===== src/rtl/mau_pkg.sv =====
// Shared encodings and helpers for the memory access unit.
// Size codes, FSM state type and the alignment rule live here so the top and lane logic agree.
package mau_pkg;

  localparam logic [1:0] SZ_BYTE = 2'b00;
  localparam logic [1:0] SZ_HALF = 2'b01;
  localparam logic [1:0] SZ_WORD = 2'b10;

  typedef enum logic [1:0] {
    ST_IDLE   = 2'b00,
    ST_READ   = 2'b01,
    ST_WRITE  = 2'b10,
    ST_FINISH = 2'b11
  } state_t;

  // Illegal size code counts as misaligned so the top has a single error test.
  function automatic logic is_misaligned(input logic [1:0] size, input logic [1:0] off);
    logic bad;
    case (size)
      SZ_BYTE: bad = 1'b0;
      SZ_HALF: bad = off[0];
      SZ_WORD: bad = (off != 2'b00);
      default: bad = 1'b1;
    endcase
    return bad;
  endfunction

endpackage


===== src/rtl/mau_lane_logic.sv =====
// Little-endian lane extraction with sign/zero extension, and sub-word merge for RMW stores.
// Purely combinational; the top registers whichever result it needs.
module mau_lane_logic
  import mau_pkg::*;
(
  input  logic [31:0] word,
  input  logic [1:0]  offset,
  input  logic [1:0]  size,
  input  logic        sign_ext,
  input  logic [31:0] wdata,
  output logic [31:0] load_val,
  output logic [31:0] store_word
);

  logic [7:0]  byte_lane;
  logic [15:0] half_lane;

  assign byte_lane = word[{offset, 3'b000} +: 8];
  assign half_lane = word[{offset[1], 4'b0000} +: 16];

  always_comb begin
    load_val   = word;
    store_word = word;
    case (size)
      SZ_BYTE: begin
        load_val = {{24{sign_ext & byte_lane[7]}}, byte_lane};
        store_word[{offset, 3'b000} +: 8] = wdata[7:0];
      end
      SZ_HALF: begin
        load_val = {{16{sign_ext & half_lane[15]}}, half_lane};
        store_word[{offset[1], 4'b0000} +: 16] = wdata[15:0];
      end
      default: store_word = wdata;
    endcase
  end

endmodule


===== src/rtl/mem_access_unit.sv =====
// CPU-side initiator turning load/store requests into word-wide RAM transactions,
// including read-modify-write for byte/halfword stores and alignment error reporting.
//
//   state     | meaning
//   ST_IDLE   | waiting for req
//   ST_READ   | address on the RAM, counting down READ_LATENCY before capture
//   ST_WRITE  | mem_write high for exactly this cycle
//   ST_FINISH | done pulse; a new req is accepted here as in IDLE
module mem_access_unit
  import mau_pkg::*;
#(
  parameter int READ_LATENCY = 1,
  parameter int ADDR_W       = 32
) (
  input  logic              clock,
  input  logic              rst_n,
  input  logic              req,
  input  logic              we,
  input  logic [1:0]        size,
  input  logic              sign_ext,
  input  logic [ADDR_W-1:0] addr,
  input  logic [31:0]       wdata,
  output logic              busy,
  output logic              done,
  output logic              err,
  output logic [31:0]       rdata,
  output logic              mem_write,
  output logic [ADDR_W-1:0] mem_address,
  output logic [31:0]       mem_wdata,
  input  logic [31:0]       mem_rdata
);

  localparam logic [1:0] CNT_LOAD = 2'(READ_LATENCY - 1);

  state_t      state, state_next;
  logic [1:0]  cnt;
  logic        we_q, sign_ext_q;
  logic [1:0]  size_q, off_q;
  logic [31:0] wdata_q;
  logic        accept, illegal, word_store;
  logic [31:0] load_val, store_word;

  assign accept     = req && (state == ST_IDLE || state == ST_FINISH);
  assign illegal    = is_misaligned(size, addr[1:0]);
  assign word_store = we && (size == SZ_WORD);

  // Lane logic works straight off mem_rdata so the result registers on the capture edge.
  mau_lane_logic u_lane (
    .word       (mem_rdata),
    .offset     (off_q),
    .size       (size_q),
    .sign_ext   (sign_ext_q),
    .wdata      (wdata_q),
    .load_val   (load_val),
    .store_word (store_word)
  );

  always_comb begin
    state_next = state;
    case (state)
      ST_IDLE, ST_FINISH: begin
        state_next = ST_IDLE;
        if (req) begin
          if (illegal)         state_next = ST_FINISH;
          else if (word_store) state_next = ST_WRITE;
          else                 state_next = ST_READ;
        end
      end
      ST_READ:  if (cnt == 2'd0) state_next = we_q ? ST_WRITE : ST_FINISH;
      ST_WRITE: state_next = ST_FINISH;
      default:  state_next = ST_IDLE;
    endcase
  end

  always_ff @(posedge clock or negedge rst_n) begin
    if (!rst_n) begin
      state       <= ST_IDLE;
      cnt         <= 2'd0;
      we_q        <= 1'b0;
      sign_ext_q  <= 1'b0;
      size_q      <= SZ_BYTE;
      off_q       <= 2'b00;
      wdata_q     <= 32'd0;
      busy        <= 1'b0;
      done        <= 1'b0;
      err         <= 1'b0;
      rdata       <= 32'd0;
      mem_write   <= 1'b0;
      mem_address <= '0;
      mem_wdata   <= 32'd0;
    end else begin
      state     <= state_next;
      busy      <= (state_next == ST_READ) || (state_next == ST_WRITE);
      done      <= (state_next == ST_FINISH);
      mem_write <= (state_next == ST_WRITE);
      err       <= accept && illegal;
      if (accept) begin
        we_q        <= we;
        size_q      <= size;
        sign_ext_q  <= sign_ext;
        off_q       <= addr[1:0];
        wdata_q     <= wdata;
        cnt         <= CNT_LOAD;
        mem_address <= {addr[ADDR_W-1:2], 2'b00};
        if (word_store && !illegal) mem_wdata <= wdata;
      end
      if (state == ST_READ) begin
        if (cnt != 2'd0) cnt       <= cnt - 2'd1;
        else if (we_q)   mem_wdata <= store_word;
        else             rdata     <= load_val;
      end
    end
  end

endmodule


===== config.mk =====
export PLATFORM = sky130hd
export DESIGN_NAME = mem_access_unit
export DESIGN_NICKNAME = d
export VERILOG_FILES = /design/src/rtl/mau_pkg.sv /design/src/rtl/mau_lane_logic.sv /design/src/rtl/mem_access_unit.sv
export SDC_FILE = /design/constraint.sdc
export NUM_CORES = 1
export LEC_CHECK = 0
export ABC_AREA = 1
export CAP_MARGIN = 20
export CORE_AREA = 2 2 199 123
export DETAILED_ROUTE_END_ITERATION = 10
export DIE_AREA = 0 0 201 125
export GPL_ROUTABILITY_DRIVEN = 0
export PLACE_DENSITY_LB_ADDON = 0.05
export SKIP_LAST_GASP = 1
export SYNTH_ARGS = -nofsm -noshare
export SYNTH_HDL_FRONTEND = slang
export SYNTH_HIERARCHICAL = 1
export SYNTH_SLANG_ARGS = --single-unit

===== constraint.sdc =====
create_clock -name clock -period 2 [get_ports clock]
set_clock_uncertainty 0.1 [all_clocks]
set_input_delay 0.6 -clock clock [delete_from_list [all_inputs] [get_ports clock]]
set_output_delay 0.6 -clock clock [all_outputs]
set_load 0.1 [all_outputs]

# After elaboration in Yosys (flattened, before gate mapping)
# Index checks and enable logic that the tools add are counted.
# W data, S select, Z words.
[word_totals]
register_bits = 140
word_cells = 70
[classes]
shift = 6
n_bitwise = 4
add_sub_neg = 3
n_reduce_logical = 15
n_eq_ne = 9
muxes = 19
[op_table]
columns = ["cell", "n"]
rows = [
  ["$mux W32", 5],
  ["$pmux W32 S2", 2],
  ["$bwmux W32", 2],
  ["$shift A16 B7 Y32 const A", 1],
  ["$shift A8 B7 Y32 const A", 1],
  ["$shiftx A16 B7 Y32", 1],
  ["$shiftx A32 B6 Y16", 1],
  ["$shiftx A32 B6 Y8", 1],
  ["$shiftx A8 B7 Y32", 1],
  ["$mux W2", 7],
  ["$neg A5 Y7", 2],
  ["$eq A2 B2 Y1 const B", 5],
  ["$eq A2 B1 Y1 const B", 4],
  ["$logic_not A2 Y1", 4],
  ["$pmux W2 S3", 1],
  ["$logic_and A1 B1 Y1", 4],
  ["$reduce_bool A2 Y1", 2],
  ["$pmux W1 S3", 1],
  ["$reduce_and A3 Y1", 1],
  ["$and A1 B1 Y1", 2],
  ["$logic_or A1 B1 Y1", 2],
  ["$not A1 Y1", 2],
  ["$reduce_or A2 Y1", 1],
  ["$sub A2 B1 Y2 const B", 1],
  ["2 further kinds", 2],
]

# Logic depth before layout (Yosys ltp)
# Gate-level depths: netlist (run 1).
[depth]
depth_word = 9
depth_mapped = 12

# Hierarchy
# The synthesis (run 1) kept the hierarchy.
[modules_own_cells]
columns = ["module", "cells_each", "area_each_um2", "seq_area_each_um2", "instances"]
rows = [
  ["mem_access_unit", 650, 6065.8, 3503.4, 1],
  ["mau_lane_logic", 405, 1984.4, 0.0, 1],
]

# Least setup slack after synthesis (run 1)
# No wires, ideal clock.
[synth_timing]
path_type = "register to register"
startpoint = "register off_q[1]"
endpoint = "register mem_wdata[11]"
arrival_time_ns = 1.921
setup_slack_ns = -0.086
n_path_buf = 2
stages_incl_launch_ff = 13
synth_period_minus_slack_ns = 2.086
cell_sequence = "dfrtp_1 inv_1 buf_2 buf_2 ha_1 inv_1 nor2_2 nand2_1 nor2_1 nand3_1 nand3_1 nand2_1 nand2_1"
[synth_between]
elab_chain_len = 7
[synth_lines]
columns = ["item", "line_no", "rtl"]
rows = [
  ["from (decl)", "mem_access_unit.sv:38", "logic [1:0] size_q, off_q;"],
  ["from (signal assigned)", "mem_access_unit.sv:101", "off_q <= addr[1:0];"],
  ["$neg A5 Y7, on equally long branches", "mau_lane_logic.sv:31, mau_lane_logic.sv:27", ""],
  ["$shiftx A16 B7 Y32 (tied with other cells)", "mau_lane_logic.sv:31", "store_word[{offset[1], 4'b0000} +: 16] = wdata[15:0];"],
  ["$bwmux W32, on equally long branches", "mau_lane_logic.sv:31, mau_lane_logic.sv:27", ""],
  ["$pmux W32 S2 *", "mau_lane_logic.sv:24", "case (size)"],
  ["net store_word[11]", "mem_access_unit.sv:41", "logic [31:0] load_val, store_word;"],
  ["$mux W32 *", "mem_access_unit.sv:109", "else if (we_q) mem_wdata <= store_word;"],
  ["$mux W32 *", "mem_access_unit.sv:108", "if (cnt != 2'd0) cnt <= cnt - 2'd1;"],
  ["$mux W32 *", "mem_access_unit.sv:107", "if (state == ST_READ) begin"],
  ["to (signal assigned)", "mem_access_unit.sv:105", "if (word_store && !illegal) mem_wdata <= wdata;"],
  ["to (signal assigned)", "mem_access_unit.sv:109", ""],
  ["to (decl)", "mem_access_unit.sv:29", "output logic [31:0] mem_wdata,"],
]
# The timed path passes the listed nets; every way through them passes the cells marked *.
# A chain may end at the register's enable or synchronous reset.

# Worst setup path after layout (run 1)
[layout_timing]
startpoint = "register off_q[1]"
endpoint = "register mem_wdata[13]"
# The elaborated chain is that of the path after synthesis.

==> impl_metrics.env, run 1 <==
export IMPL_clock_fmax_mhz=535
export IMPL_status="finished, final reports clean"
export IMPL_cts_made_buffers=17
export IMPL_final_common_cell="nand2_1"
export IMPL_final_cell_mix="nand2_1, dfrtp_1, buf_12"
export IMPL_hp_class="reg2reg"
export IMPL_syn2layout_area_growth_pct=55.4
export IMPL_finalMaxSlewViolations=0
export IMPL_h_tree_depth=4
export IMPL_met3WireLength_um=2270
export IMPL_rr_endpoint="mem_wdata[13]"
export IMPL_maxCapViolCount=0
export IMPL_clk_latency_ns=0.43
export IMPL_synth_top_family_by_area="simple AND/OR/NAND/NOR gates"
export IMPL_fin_crit_sh_pct=93.4
export IMPL_drt_pass1_iterations=6
export IMPL_period_needed_ns=1.87
export IMPL_post_route_drc_count=0
export IMPL_final_layout_size_suffix_gt1_share_pct=22.8
export IMPL_die_y_um=125
export IMPL_synth_compound_area_share_pct=5.86
export IMPL_end_kind="flip-flop"
export IMPL_reg2reg_depth=10
export IMPL_ios=203
export IMPL_setup_viol=0
export IMPL_highest_signal_layer="met4"
export IMPL_synthMuxAreaShare_pct=5.83
export IMPL_holdWs_ns=0.386
export IMPL_start_kind="flip-flop"
export IMPL_io_buffers=200
export IMPL_ctsRootBufferMaster="clkbuf_16"
export IMPL_dieArea_sq_um=25100
export IMPL_wl_met2_um=11400
export IMPL_ys_seq_area_share_pct=43.5
export IMPL_viasPerCell=4.74
export IMPL_tritoncts="built"
export IMPL_nNetsFinal=1417
export IMPL_drt_iter0_drc=609
export IMPL_avgSynthCellArea_sq_um=7.63
export IMPL_detail_route_wl_per_cell_um=17.1
export IMPL_grt_pass1_vias=7759
export IMPL_syn_inst=1055
export IMPL_antenna_found_initial=1
export IMPL_dp_slack_ns=-0.248
export IMPL_crit_required_ns=2.26
export IMPL_dpl_hpwl_um=21500
export IMPL_yosysUniqueCellTypes=35
export IMPL_crit_arrival_ns=2.13
export IMPL_grt_pass1_wl_um=44600
export IMPL_cp_cell_sequence="inv_1, buf_4, ha_2, nand2_1, nor2_2, buf_4, nand2_1, nand3_1, nand2_1, nand2_1"
export IMPL_yosys_area_share_simple_pct=34.3
export IMPL_postRouteAntennaNets=0
export IMPL_timing_final_ws_setup_ns=0.131
export IMPL_grt_total_usage_pct=23.0
export IMPL_cts_sinks=140
export IMPL_critPathMaxFanout=11
export IMPL_wl_um=28100
export IMPL_hold_viol_final=0
export IMPL_synth_fa_ha_area_share_pct=1.40
export IMPL_initial_utilization_pct=34.2
export IMPL_r2r_start="off_q[1]"
export IMPL_syn_area_sq_um=8050
export IMPL_vias=7786
export IMPL_wl_met1_um=14200
export IMPL_synth_seq_cells=140
export IMPL_synth_xor_area_share_pct=0
export IMPL_rrSetupSlack_ns=0.13
export IMPL_hold_depth=2
export IMPL_core_area_sq_um=23500
export IMPL_rows=44
export IMPL_grt_max_degree=57
export IMPL_worst_setup_path_type="reg2reg"
export IMPL_slowest_stage="dfrtp_1"
export IMPL_clock_path_buffers=2
export IMPL_min_to="wdata_q[28]"
export IMPL_grt_overflow=0
export IMPL_clk_pin_slew_ns=0.06
export IMPL_grt_setup_unrepaired="true"
export IMPL_die_w_um=201
export IMPL_cpMostUsedCell="nand2_1"
export IMPL_hp_start="wdata_q[28]"
export IMPL_max_stage_delay_ns=0.38
export IMPL_ys_warn_count=6
-- metrics by stage --
stage	utilization, %	instances	area (sq um)	setup TNS (ns)
2_1_floorplan	-	1056	8060	0
3_3_place_gp	50.7	1605	11900	-9.11
3_5_place_dp	50.7	1605	11900	-9.55
4_1_cts	53.1	1638	12500	0
5_1_grt	53.2	1640	12500	-0.0163
6_report	53.2	1641	12500	0
-- logic make-up after synthesis --
logic type | Yosys count
DFF | 140
AOI/OAI and AO/OA | 84
other | 1
and+or+nand+nor | 623
muxes | 32
adders and majority gates | 9
buffers and inverters | 166
-- state kept, by name, indices dropped and copies added (netlist names) --
| register | flops |
|---|---|
| mem_wdata | 32 |
| rdata | 32 |
| wdata_q | 32 |
| mem_address | 30 |
| cnt | 2 |
| off_q | 2 |
| size_q | 2 |
| state | 2 |
| busy | 1 |
| done | 1 |
| err | 1 |
| mem_write | 1 |
| sign_ext_q | 1 |
| we_q | 1 |
-- what timing repair did --
item	CTS	global route
setup buffers	0	2
resized for setup	0	8
endpoints found under the setup margin	0	11
hold endpoints to repair	25	0
hold buffers	1	0
-- critical path: cells and delay by family (launching register included) --
family	cells	cell delay, ns
fa+ha+maj	1	0.24
buf+inv	3	0.52
flops	1	0.38
simple gates	6	0.57
-- routing by layer --
metal	track usage, %	up-vias
li1	-	3833
met2	32.1	248
met5	0	-
met4	4.66	0
met3	7.87	17
met1	34.3	3688
-- synth_stat cells --
| cell | instances | area share, % |
|---|---|---|
| nand2_1 | 438 | 20 |
| dfrtp_1 | 140 | 44 |
| inv_1 | 106 | 4.9 |
| nand3_1 | 67 | 4.2 |
| o21ai_0 | 55 | 3.4 |
| nor2_1 | 37 | 1.7 |
| nand4_1 | 32 | 2.5 |
| mux2_4 | 29 | 5.4 |
| buf_2 | 27 | 1.7 |
| nand3_2 | 21 | 2.6 |
| clkbuf_1 | 17 | 0.79 |
| ha_1 | 9 | 1.4 |
| o22ai_1 | 8 | 0.62 |
| a21oi_1 | 7 | 0.44 |
| buf_6 | 7 | 0.98 |
| and2_0 | 5 | 0.39 |
| nand2_4 | 5 | 0.70 |
| o211ai_1 | 5 | 0.47 |
| o21ai_1 | 5 | 0.31 |
| or2_2 | 5 | 0.39 |
| buf_4 | 4 | 0.37 |
| nand2_2 | 4 | 0.31 |
| nor2_2 | 4 | 0.31 |
| inv_2 | 3 | 0.14 |
| mux2_2 | 3 | 0.42 |
| nor2_4 | 2 | 0.28 |
| o21ai_4 | 2 | 0.40 |
| a22oi_1 | 1 | 0.093 |
| buf_1 | 1 | 0.047 |
| clkinv_1 | 1 | 0.047 |
| conb_1 | 1 | 0.047 |
| nand3_4 | 1 | 0.22 |
| nand3b_1 | 1 | 0.093 |
| nor2_8 | 1 | 0.25 |
| o21ai_2 | 1 | 0.11 |
-- how the worst max path moves through the flow --
stage	slack (ns)	end	from	cells after the start
final	0.13	mem_wdata[13]	off_q[1]	10
after global placement	-0.24	rdata[14]	mem_rdata[7]	9
after global routing	-0.01	mem_wdata[6]	off_q[0]	9
after CTS	0.11	mem_wdata[23]	off_q[1]	10
after detailed placement	-0.25	rdata[21]	mem_rdata[7]	9
after floorplan	0.003	mem_wdata[11]	off_q[1]	12
-- area by class of cell --
class / count / area [sq um]
Sequential cell: 140 / 3500
Clock inverter: 8 / 67.6
Tap cell: 322 / 403
Inverter: 110 / 417
Clock buffer: 24 / 472
Fill cell: 2218 / 11000
Antenna cell: 1 / 2.50
Multi-Input combinational cell: 750 / 3850
Timing Repair Buffer: 286 / 3800
Power of run 1 is left out: the tool's default activity adds up to more than one toggle a clock period on the data nets, which glitch-free logic cannot reach.
==> inputs of run 2 (changes only) <==
Settings changed: SETUP_SLACK_MARGIN set to 0.5, SKIP_LAST_GASP 1 to not set.
==> impl_metrics.env, run 2 (synthesis results as in run 1) <==
export IMPL_start_kind="flip-flop"
export IMPL_ctsRootBufferMaster="clkbuf_16"
export IMPL_worst_setup_path_type="reg2reg"
export IMPL_tritoncts="built"
export IMPL_status="finished, final reports clean"
export IMPL_hp_class="reg2reg"
export IMPL_post_route_drc_count=0
export IMPL_nFillCells=1905
export IMPL_clock_path_buffers=2
export IMPL_clk_pin_slew_ns=0.06
export IMPL_critPathMaxFanout=8
export IMPL_core_area_sq_um=23500
export IMPL_cts_made_buffers=17
export IMPL_multiInputGateArea_sq_um=4890
export IMPL_syn2layout_area_growth_pct=93.3
export IMPL_reg_top3="mem_wdata (32), rdata (32), wdata_q (32)"
export IMPL_wl_um=33700
export IMPL_detail_route_wl_per_cell_um=19.2
export IMPL_antenna_found_initial=0
export IMPL_cts_sinks=140
export IMPL_grt_max_degree=36
export IMPL_hold_viol_final=0
export IMPL_drt_iter0_drc=597
export IMPL_regArea_sq_um=3630
export IMPL_nNetsFinal=1528
export IMPL_viasPerCell=4.88
export IMPL_dpl_hpwl_um=21300
export IMPL_io_buffers=200
export IMPL_period_needed_ns=1.80
export IMPL_grt_pass1_vias=8503
export IMPL_clk_latency_ns=0.44
export IMPL_grt_pass1_wl_um=50800
export IMPL_maxCapViolCount=0
export IMPL_final_cell_mix="nand2_1, buf_12, dfrtp_2"
export IMPL_postRouteAntennaNets=0
export IMPL_ios=203
export IMPL_dieArea_sq_um=25100
export IMPL_placed_cell_area_sq_um=12100
export IMPL_antennaDiodeCount=0
export IMPL_grt_setup_unrepaired="true"
export IMPL_drt_pass1_iterations=5
export IMPL_setup_viol=0
export IMPL_clock_fmax_mhz=555
export IMPL_final_area_sq_um=15600
export IMPL_finalMaxSlewViolations=0
export IMPL_vias=8545
export IMPL_end_kind="flip-flop"
export IMPL_h_tree_depth=4
export IMPL_grt_total_usage_pct=26.7
export IMPL_die_w_um=201
export IMPL_initial_utilization_pct=34.2
export IMPL_die_y_um=125
export IMPL_crit_arrival_ns=2.02
export IMPL_crit_required_ns=2.21
export IMPL_final_common_cell="nand2_1"
export IMPL_rows=44
export IMPL_grt_overflow=0
export IMPL_final_layout_size_suffix_gt1_share_pct=50.4
export IMPL_post_route_util_pct=66.2
export IMPL_fin_crit_sh_pct=90.2
==> run 2: through the flow <==
stage | hold slack [ns] | worst slack (ns) | instances | TNS, ns
2_1_floorplan | 0.204 | 0.176 | 1056 | 0
3_3_place_gp | 0.373 | -0.225 | 1605 | -10.07
3_5_place_dp | 0.374 | -0.223 | 1605 | -11.14
4_1_cts | 0.391 | 0.200 | 1724 | 0
5_1_grt | 0.414 | 0.142 | 1751 | 0
6_report | 0.392 | 0.197 | 1751 | 0
==> run 2: path summary, 6_finish.rpt <==
check	startpoint	slack (ns)	to	cells past startpoint
worst max register to register	state[1]	0.20	rdata[31]	8
max in group asynchronous	rst_n	0.67	rdata[18]	3
worst max-delay path	state[1]	0.20	rdata[31]	8
worst min-delay path	wdata_q[28]	0.39	wdata_q[28]	2
worst min register to register	wdata_q[28]	0.39	wdata_q[28]	2
min in group asynchronous	rst_n	0.54	mem_write	2
==> run 2: critical path, stage by stage, from the launching register on <==
cell and delay [ns]:
dfrtp_1 0.42, inv_2 0.10, ha_4 0.16, inv_4 0.04
nor2_4 0.16, nand2_8 0.07, buf_12 0.16, buf_16 0.16
mux2_4 0.30
==> run 2: per-layer routing <==
metal / wire length [um] / share of wire [%] / track usage, %
met1: 15500 / 46 / 38.4
met2: 14700 / 44 / 38.7
met3: 3030 / 9.0 / 9.10
met4: 474 / 1.4 / 5.93
met5: 0 / 0 / 0
==> run 2: cell type report <==
class                   count  share of cell area, %
clock inverters             6                  0.691
inverters                 110                   2.81
well taps                 322                   2.59
repair buffers            396                   35.9
clock buffers              26                   3.21
flip-flops and latches    140                   23.3
multi-input cells         751                   31.4
==> run 2: repair_timing <==
item,4_1_cts,5_1_grt
setup endpoints to repair,226,238
endpoints found under the hold margin,27,0
setup buffers,60,26
resized for setup,273,145
gates cloned,26,1
hold buffers,1,0
pin swaps,93,42
Power of run 2 is left out for the same reason.
==> inputs of run 3 (changes only) <==
Settings changed: CORE_AREA 2 2 199 123 to 2 2 176 109, DIE_AREA 0 0 201 125 to 0 0 178 111.
==> impl_metrics.env, run 3 (synthesis results as in run 1) <==
export IMPL_post_route_drc_count=0
export IMPL_worst_setup_path_type="reg2reg"
export IMPL_detail_route_wl_per_cell_um=20.1
export IMPL_end_kind="flip-flop"
export IMPL_clock_fmax_mhz=543
export IMPL_grt_max_degree=41
export IMPL_grt_pass1_wl_um=51000
export IMPL_slowest_stage="dfrtp_2"
export IMPL_grt_pass1_vias=9054
export IMPL_antenna_found_initial=0
export IMPL_final_common_cell="nand2_1"
export IMPL_cts_made_buffers=17
export IMPL_start_kind="flip-flop"
export IMPL_cp_top_family="simple AND/OR/NAND/NOR gates"
export IMPL_reg_top3="mem_wdata (32), rdata (32), wdata_q (32)"
export IMPL_maxCapViolCount=0
export IMPL_syn2layout_area_growth_pct=88.6
export IMPL_wl_um=33700
export IMPL_regArea_sq_um=3630
export IMPL_postRouteAntennaNets=0
export IMPL_timing_final_ws_setup_ns=0.160
export IMPL_max_stage_delay_ns=0.46
export IMPL_dp_slack_ns=-0.228
export IMPL_dieArea_sq_um=19800
export IMPL_critPathMaxFanout=8
export IMPL_die_y_um=111
export IMPL_tritoncts="built"
export IMPL_initial_utilization_pct=43.8
export IMPL_violations="negative hold slack"
export IMPL_dpl_hpwl_um=19400
export IMPL_hold_viol_final=7
export IMPL_nNetsFinal=1527
export IMPL_h_tree_depth=4
export IMPL_antennaDiodeCount=0
export IMPL_drt_pass1_iterations=6
export IMPL_path_buf_inv=2
export IMPL_grt_total_usage_pct=34.2
export IMPL_grt_setup_unrepaired="true"
export IMPL_nFillCells=1036
export IMPL_holdBufCountCts=0
export IMPL_fin_crit_sh_pct=92.0
export IMPL_setup_viol=0
export IMPL_cp_cell_sequence="inv_6, ha_4, inv_4, nand3_1, o21ai_4, nand2_1, nand2_1, nand2_1, nand2_1"
export IMPL_cts_sinks=140
export IMPL_holdWs_ns=-0.00626
export IMPL_clock_path_buffers=2
export IMPL_io_buffers=200
export IMPL_grt_overflow=0
export IMPL_rows=39
export IMPL_drt_iter0_drc=1002
export IMPL_crit_arrival_ns=2.11
export IMPL_cpMostUsedCell="nand2_1"
export IMPL_viasPerCell=5.46
export IMPL_crit_required_ns=2.27
export IMPL_final_layout_size_suffix_gt1_share_pct=47.8
export IMPL_core_area_sq_um=18400
export IMPL_ios=203
export IMPL_post_route_util_pct=82.5
export IMPL_final_cell_mix="nand2_1, buf_12, dfrtp_2"
export IMPL_clk_latency_ns=0.44
export IMPL_ctsRootBufferMaster="clkbuf_16"
export IMPL_status="finished, violations left"
export IMPL_die_w_um=178
export IMPL_fin_setup_tns_ns=0
export IMPL_multiInputGateArea_sq_um=4610
export IMPL_period_needed_ns=1.84
export IMPL_vias=9143
export IMPL_finalMaxSlewViolations=0
export IMPL_rrSetupSlack_ns=0.16
export IMPL_hp_class="in2async"
export IMPL_clk_pin_slew_ns=0.06
-- run 3: path summary, 6_finish.rpt --
path | from | end | depth (start not counted)
worst max-delay path | off_q[1] | mem_wdata[1] | 9
worst min-delay path | rst_n | mem_address[29] | 1
worst max register to register | off_q[1] | mem_wdata[1] | 9
worst min register to register | wdata_q[24] | wdata_q[24] | 2
max in group asynchronous | rst_n | wdata_q[13] | 2
min in group clock | wdata_q[24] | wdata_q[24] | 2
-- run 3: timing repair --
action / 4_1_cts / 5_1_grt
endpoints found under the setup margin: 224 / 238
gates cloned: 29 / 2
setup buffers: 60 / 32
gates resized for setup: 264 / 86
pin swaps: 68 / 63
-- run 3: stage by stage --
step	area [sq um]	std cells	hold slack (ns)
detailed placement	11900	1519	0.374
finish	15200	1674	-0.00626
floorplan	8280	1056	0.204
CTS	14600	1640	0.00346
global route	15200	1674	0.0130
global placement	11900	1519	0.370
-- run 3: per-layer routing --
metal / share of wire, % / up-vias / GRT usage (%) / wire, um
met1: 41 / 4410 / 46.9 / 13800
met2: 44 / 589 / 50.4 / 14900
li1: - / 4070 / - / -
met4: 2.1 / 0 / 10.1 / 701
met3: 13 / 74 / 12.5 / 4280
met5: 0 / - / 0 / 0
-- run 3: cell type report --
cell class | count | share of cell area, %
tap | 246 | 2.03
sequential | 140 | 23.9
timing repair buffer | 395 | 36.8
inverter | 110 | 2.90
clock inverter | 14 | 1.11
multi-input combinational | 751 | 30.4
clock buffer | 18 | 2.89
-- run 3: worst reg2reg max path, stage by stage, from the launching register on --
cell	delay, ns
dfrtp_2	0.46
inv_6	0.12
ha_4	0.22
inv_4	0.06
nand3_1	0.12
o21ai_4	0.32
nand2_1	0.12
nand2_1	0.11
nand2_1	0.07
nand2_1	0.07
Power of run 3 is left out for the same reason.
==> RTL change 1: new RTL, config.mk and constraints of run 2 <==
The parameter `ADDR_W` goes from 32 to 16.
--- a/src/rtl/mem_access_unit.sv
+++ b/src/rtl/mem_access_unit.sv
@@ -10,7 +10,7 @@
   import mau_pkg::*;
 #(
   parameter int READ_LATENCY = 1,
-  parameter int ADDR_W       = 32
+  parameter int ADDR_W       = 16
 ) (
   input  logic              clock,
   input  logic              rst_n,
Interface: changed (resized addr and mem_address); port bits go from 203 to 171. The function was not compared with the original's and may differ.
==> RTL change 1 against run 2 <==
- worst setup slack worse by 0.082 ns
- final area is 11% lower
- non-clock buffer count decreased by 71
- sequential cell count decreased by 16
- synthesized area is 7.5% lower
- critical path depth grew 5
- wire length shrank 6.1%
- via count is 5.3% lower
- sequential share of layout area fell by 0.14 points
==> RTL change 1: results (changes against run 2) <==
post_dp_cell_area_mm2: 0.0109  # was 0.0121 mm^2
grt_usage_pct: 24.6  # was 26.7%
hold_path.class: "primary input to asynchronous set/reset pin"  # was register to register
yosysSeqAreaShare_pct: 41.7  # was 43.5%
arrival_ns: 2.15  # was 2.02 ns
status: "complete, no violations"  # unchanged
first_iter_violations: 724  # was 597
grt_pass1_vias: 7739  # was 8,503
cts_resized: 244  # was 273
io_buffer_count: 168  # was 200
syn-instance-count: 987  # was 1,055
synthTopCellsByCount: "nand2_1, dfrtp_1, inv_1, nand3_1, o21ai_0"  # unchanged
ys_top_cells_by_area: "dfrtp_1, nand2_1, mux2_4"  # unchanged
drive_gt1_share_pct: 48.7  # was 50.4%
hpwl_um: 20200  # was 21,300 um
fillers: 2084  # was 1,905
m1WireLength_um: 15500  # about the same
vias_per_cell: 5.01  # was 4.88
fin_ws_ns: 0.115  # was 0.197 ns
place_inst: 1504  # was 1,605
netlist-cell-type-count: 34  # was 35
vias: 8094  # was 8,545
grt_max_degree: 75  # was 36
routed_wl_um: 31600  # was 33,700 um
drtPass1Iterations: 6  # was 5
fin_nets: 1376  # was 1,528
critPathMaxFanout: 5  # was 8
wl_met3_um: 2400  # was 3030 um
met2_length_um: 13300  # was 14,700 um
grt_pass1_wl_um: 46900  # was 50,800 um
## RTL change 1: worst max-delay path, cell delays in order, from the launching register on
cell	delay, ns
dfrtp_1	0.42
inv_4	0.10
buf_12	0.12
buf_6	0.09
ha_4	0.15
inv_4	0.05
nor2_4	0.14
buf_12	0.12
nand2_8	0.07
o21ai_2	0.16
nand2_1	0.09
nand2_1	0.06
nand2_1	0.06
nand2_1	0.08
## RTL change 1: kinds of logic after synthesis
family	after synthesis	synth area share, %
compound gates	84	6.34
other cells	1	0.0504
buf+inv	162	9.39
simple gates	575	34.7
fa+ha+maj	9	1.51
mux	32	6.30
flops	124	41.7
## RTL change 1: worst paths after layout
check,end,start,slack (ns),cells past startpoint
max,mem_wdata[17],off_q[0],0.11,13
min,mem_address[7],rst_n,0.07,2
max reg2reg,mem_wdata[17],off_q[0],0.11,13
min reg2reg,wdata_q[24],wdata_q[24],0.41,2
max in group asynchronous,busy,rst_n,1.29,2
min in group clock,wdata_q[24],wdata_q[24],0.41,2
## RTL change 1: where the power goes
group	switching, mW	internal (mW)	total [mW]
clock network	1.28	2.19	3.47
registers	1.44	3.79	5.23
logic	11.5	8.24	19.7
## RTL change 1: routing by layer
| metal | vias up | global-route usage, % |
|---|---|---|
| li1 | 3728 | - |
| met1 | 3997 | 38.8 |
| met2 | 328 | 34.2 |
| met3 | 41 | 4.56 |
| met4 | 0 | 5.71 |
| met5 | - | 0 |
## RTL change 1: layout make-up
cell class | count | area (um^2) | area share [%]
multi-input combinational | 702 | 4610 | 33.3
timing repair buffer | 325 | 4540 | 32.8
sequential | 124 | 3210 | 23.2
clock buffer | 22 | 474 | 3.43
inverter | 110 | 443 | 3.20
tap | 322 | 403 | 2.91
clock inverter | 10 | 163 | 1.18
==> RTL change 2: new RTL, settings of run 2 <==
Without the edit above. Remove the register `err`: a continuous assignment takes its place, so the output `err` follows one clock earlier.
--- a/src/rtl/mem_access_unit.sv
+++ b/src/rtl/mem_access_unit.sv
@@ -83,7 +83,6 @@
       wdata_q     <= 32'd0;
       busy        <= 1'b0;
       done        <= 1'b0;
-      err         <= 1'b0;
       rdata       <= 32'd0;
       mem_write   <= 1'b0;
       mem_address <= '0;
@@ -93,7 +92,6 @@
       busy      <= (state_next == ST_READ) || (state_next == ST_WRITE);
       done      <= (state_next == ST_FINISH);
       mem_write <= (state_next == ST_WRITE);
-      err       <= accept && illegal;
       if (accept) begin
         we_q        <= we;
         size_q      <= size;
@@ -112,5 +110,7 @@
     end
   end
 
+  assign err = accept && illegal;
+
 endmodule
 
Behaviour: not the same (a bounded check fails within 4 cycles, from zero or initial values and one cycle with rst_n low).
==> RTL change 2 against run 2 <==
- the flow now finishes with violations (negative setup slack)
- sequential cell count down 1
- wire length up 1.3%
- synthesized area is 0.31% lower
- count of clock-buffer cells in the layout down 4
- worst setup slack lost 0.40 ns
- final area down 7.2%
- largest cell class unchanged
- highest routed layer unchanged
Power is not shown: default switching activity piles up to over one toggle a cycle in this logic, so the estimate is an artifact.
==> RTL change 2: results (changes against run 2) <==
place_inst: 1595  # was 1,605
ys.flop_type: "dfrtp_1"  # unchanged
netlist-cell-type-count: 35  # unchanged
clock_latency_ns: 0.44  # about the same
drive_gt1_share_pct: 42.9  # was 50.4%
post_dp_cell_area_mm2: 0.0121  # about the same
first_iter_violations: 746  # was 597
fin_ws_ns: -0.206  # was 0.197 ns
drc: 0  # unchanged
yosys_warnings: 6  # unchanged
hold_path.class: "register to register"  # unchanged
grt_pass1_wl_um: 48000  # was 50,800 um
layout_top_registers: "mem_wdata: 32 flops, rdata: 32 flops, wdata_q: 32 flops"  # unchanged
clock_path_buffers: 2  # unchanged
hpwl_um: 21500  # was 21,300 um
vias_per_cell: 4.96  # was 4.88
grt_pass1_vias: 7973  # was 8,503
status: "finished with violations"  # was complete, no violations
synth_area_per_cell_um2: 7.61  # was 7.63 um^2
fillers: 2033  # was 1,905
grt_max_degree: 49  # was 36
htree_levels: 4  # unchanged
cts_inserted_buffers: 17  # unchanged
arrival_ns: 1.51  # was 2.02 ns
ys_top_cells_by_area: "dfrtp_1, nand2_1, mux2_4"  # unchanged
path_clk_slew_ns: 0.06  # about the same
antenna_found_initial: 0  # unchanged
async_flop_share_pct: 100  # unchanged
violations: "negative setup slack"
routed_wl_um: 34100  # was 33,700 um
grt_usage_pct: 25.3  # was 26.7%
fin_nets: 1485  # was 1,528
cts-root-buf: "clkbuf_16"  # unchanged
yosysSeqAreaShare_pct: 43.3  # was 43.5%
final-setup-viol-count: 1  # was 0
wire_per_inst_um: 20.0  # was 19.2 um
critPathMaxFanout: 2  # was 8
io_buffer_count: 200  # unchanged
synthTopCellsByCount: "nand2_1, dfrtp_1, inv_1, nand3_1, o21ai_0"  # unchanged
==> RTL change 2: cell types whose count changed after synthesis <==
| cell | before | now |
|---|---|---|
| dfrtp_1 | 140 | 139 |
==> RTL change 2: repair_timing <==
item,in CTS,in global routing
pin swaps,18,21
setup buffers,30,21
setup endpoints to repair,231,236
cloned,11,18
hold buffers,1,0
resized for setup,89,144
endpoints found under the hold margin,17,0
==> RTL change 2: kinds of logic (layout without fill, tap and decap cells) <==
| kind of cell | after synthesis | after routing | synth area share, % |
|---|---|---|---|
| muxes | 32 | 32 | 5.85 |
| DFF | 139 | 139 | 43.3 |
| buffers and inverters | 166 | 497 | 9.03 |
| other | 1 | 3 | 0.0467 |
| and+or+nand+nor | 623 | 623 | 34.5 |
| AOI/OAI and AO/OA | 84 | 84 | 5.88 |
| adders and majority gates | 9 | 9 | 1.40 |
==> RTL change 2: cell type report <==
| type | instances | area [um^2] | area share (%) |
|---|---|---|---|
| sequential | 139 | 3600 | 25.0 |
| timing repair buffer | 355 | 5000 | 34.6 |
| clock buffer | 22 | 474 | 3.29 |
| inverter | 110 | 444 | 3.08 |
| multi-input combinational | 750 | 4390 | 30.4 |
| clock inverter | 10 | 116 | 0.806 |
| tap | 322 | 403 | 2.79 |
| antenna | 1 | 2.50 | 0.0173 |
==> RTL change 2: final timing paths <==
| path | endpoint | slack [ns] | cells after the start | startpoint |
|---|---|---|---|---|
| min in group asynchronous | rdata[30] | 0.49 | 2 | rst_n |
| setup / recovery | err | -0.21 | 4 | req |
| setup reg to reg | mem_wdata[8] | 0.07 | 11 | state[1] |
| hold reg to reg | wdata_q[22] | 0.40 | 2 | wdata_q[22] |
| hold / removal | wdata_q[22] | 0.40 | 2 | wdata_q[22] |
| max in group asynchronous | mem_wdata[5] | 0.73 | 3 | rst_n |
==> RTL change 2: worst max-delay path: stages <==
cell and delay, ns:
clkdlybuf4s50_1 0.51, nand2_4 0.08, nor2_4 0.12, buf_12 0.18
==> RTL change 2: metrics by stage <==
stage                     setup slack (ns)  setup TNS (ns)
after CTS                           -0.265          -0.265
after detailed placement            -0.398          -16.38
after global routing                -0.255          -0.255
after floorplan                     -0.160          -0.160
final                               -0.206          -0.206
after global placement              -0.381          -14.26
==> RTL change 2: layer usage <==
metal | wire length, um | global-route usage, %
met1 | 16300 | 39.4
met3 | 3860 | 7.06
met2 | 13500 | 33.8
met5 | 0 | 0
met4 | 449 | 5.84
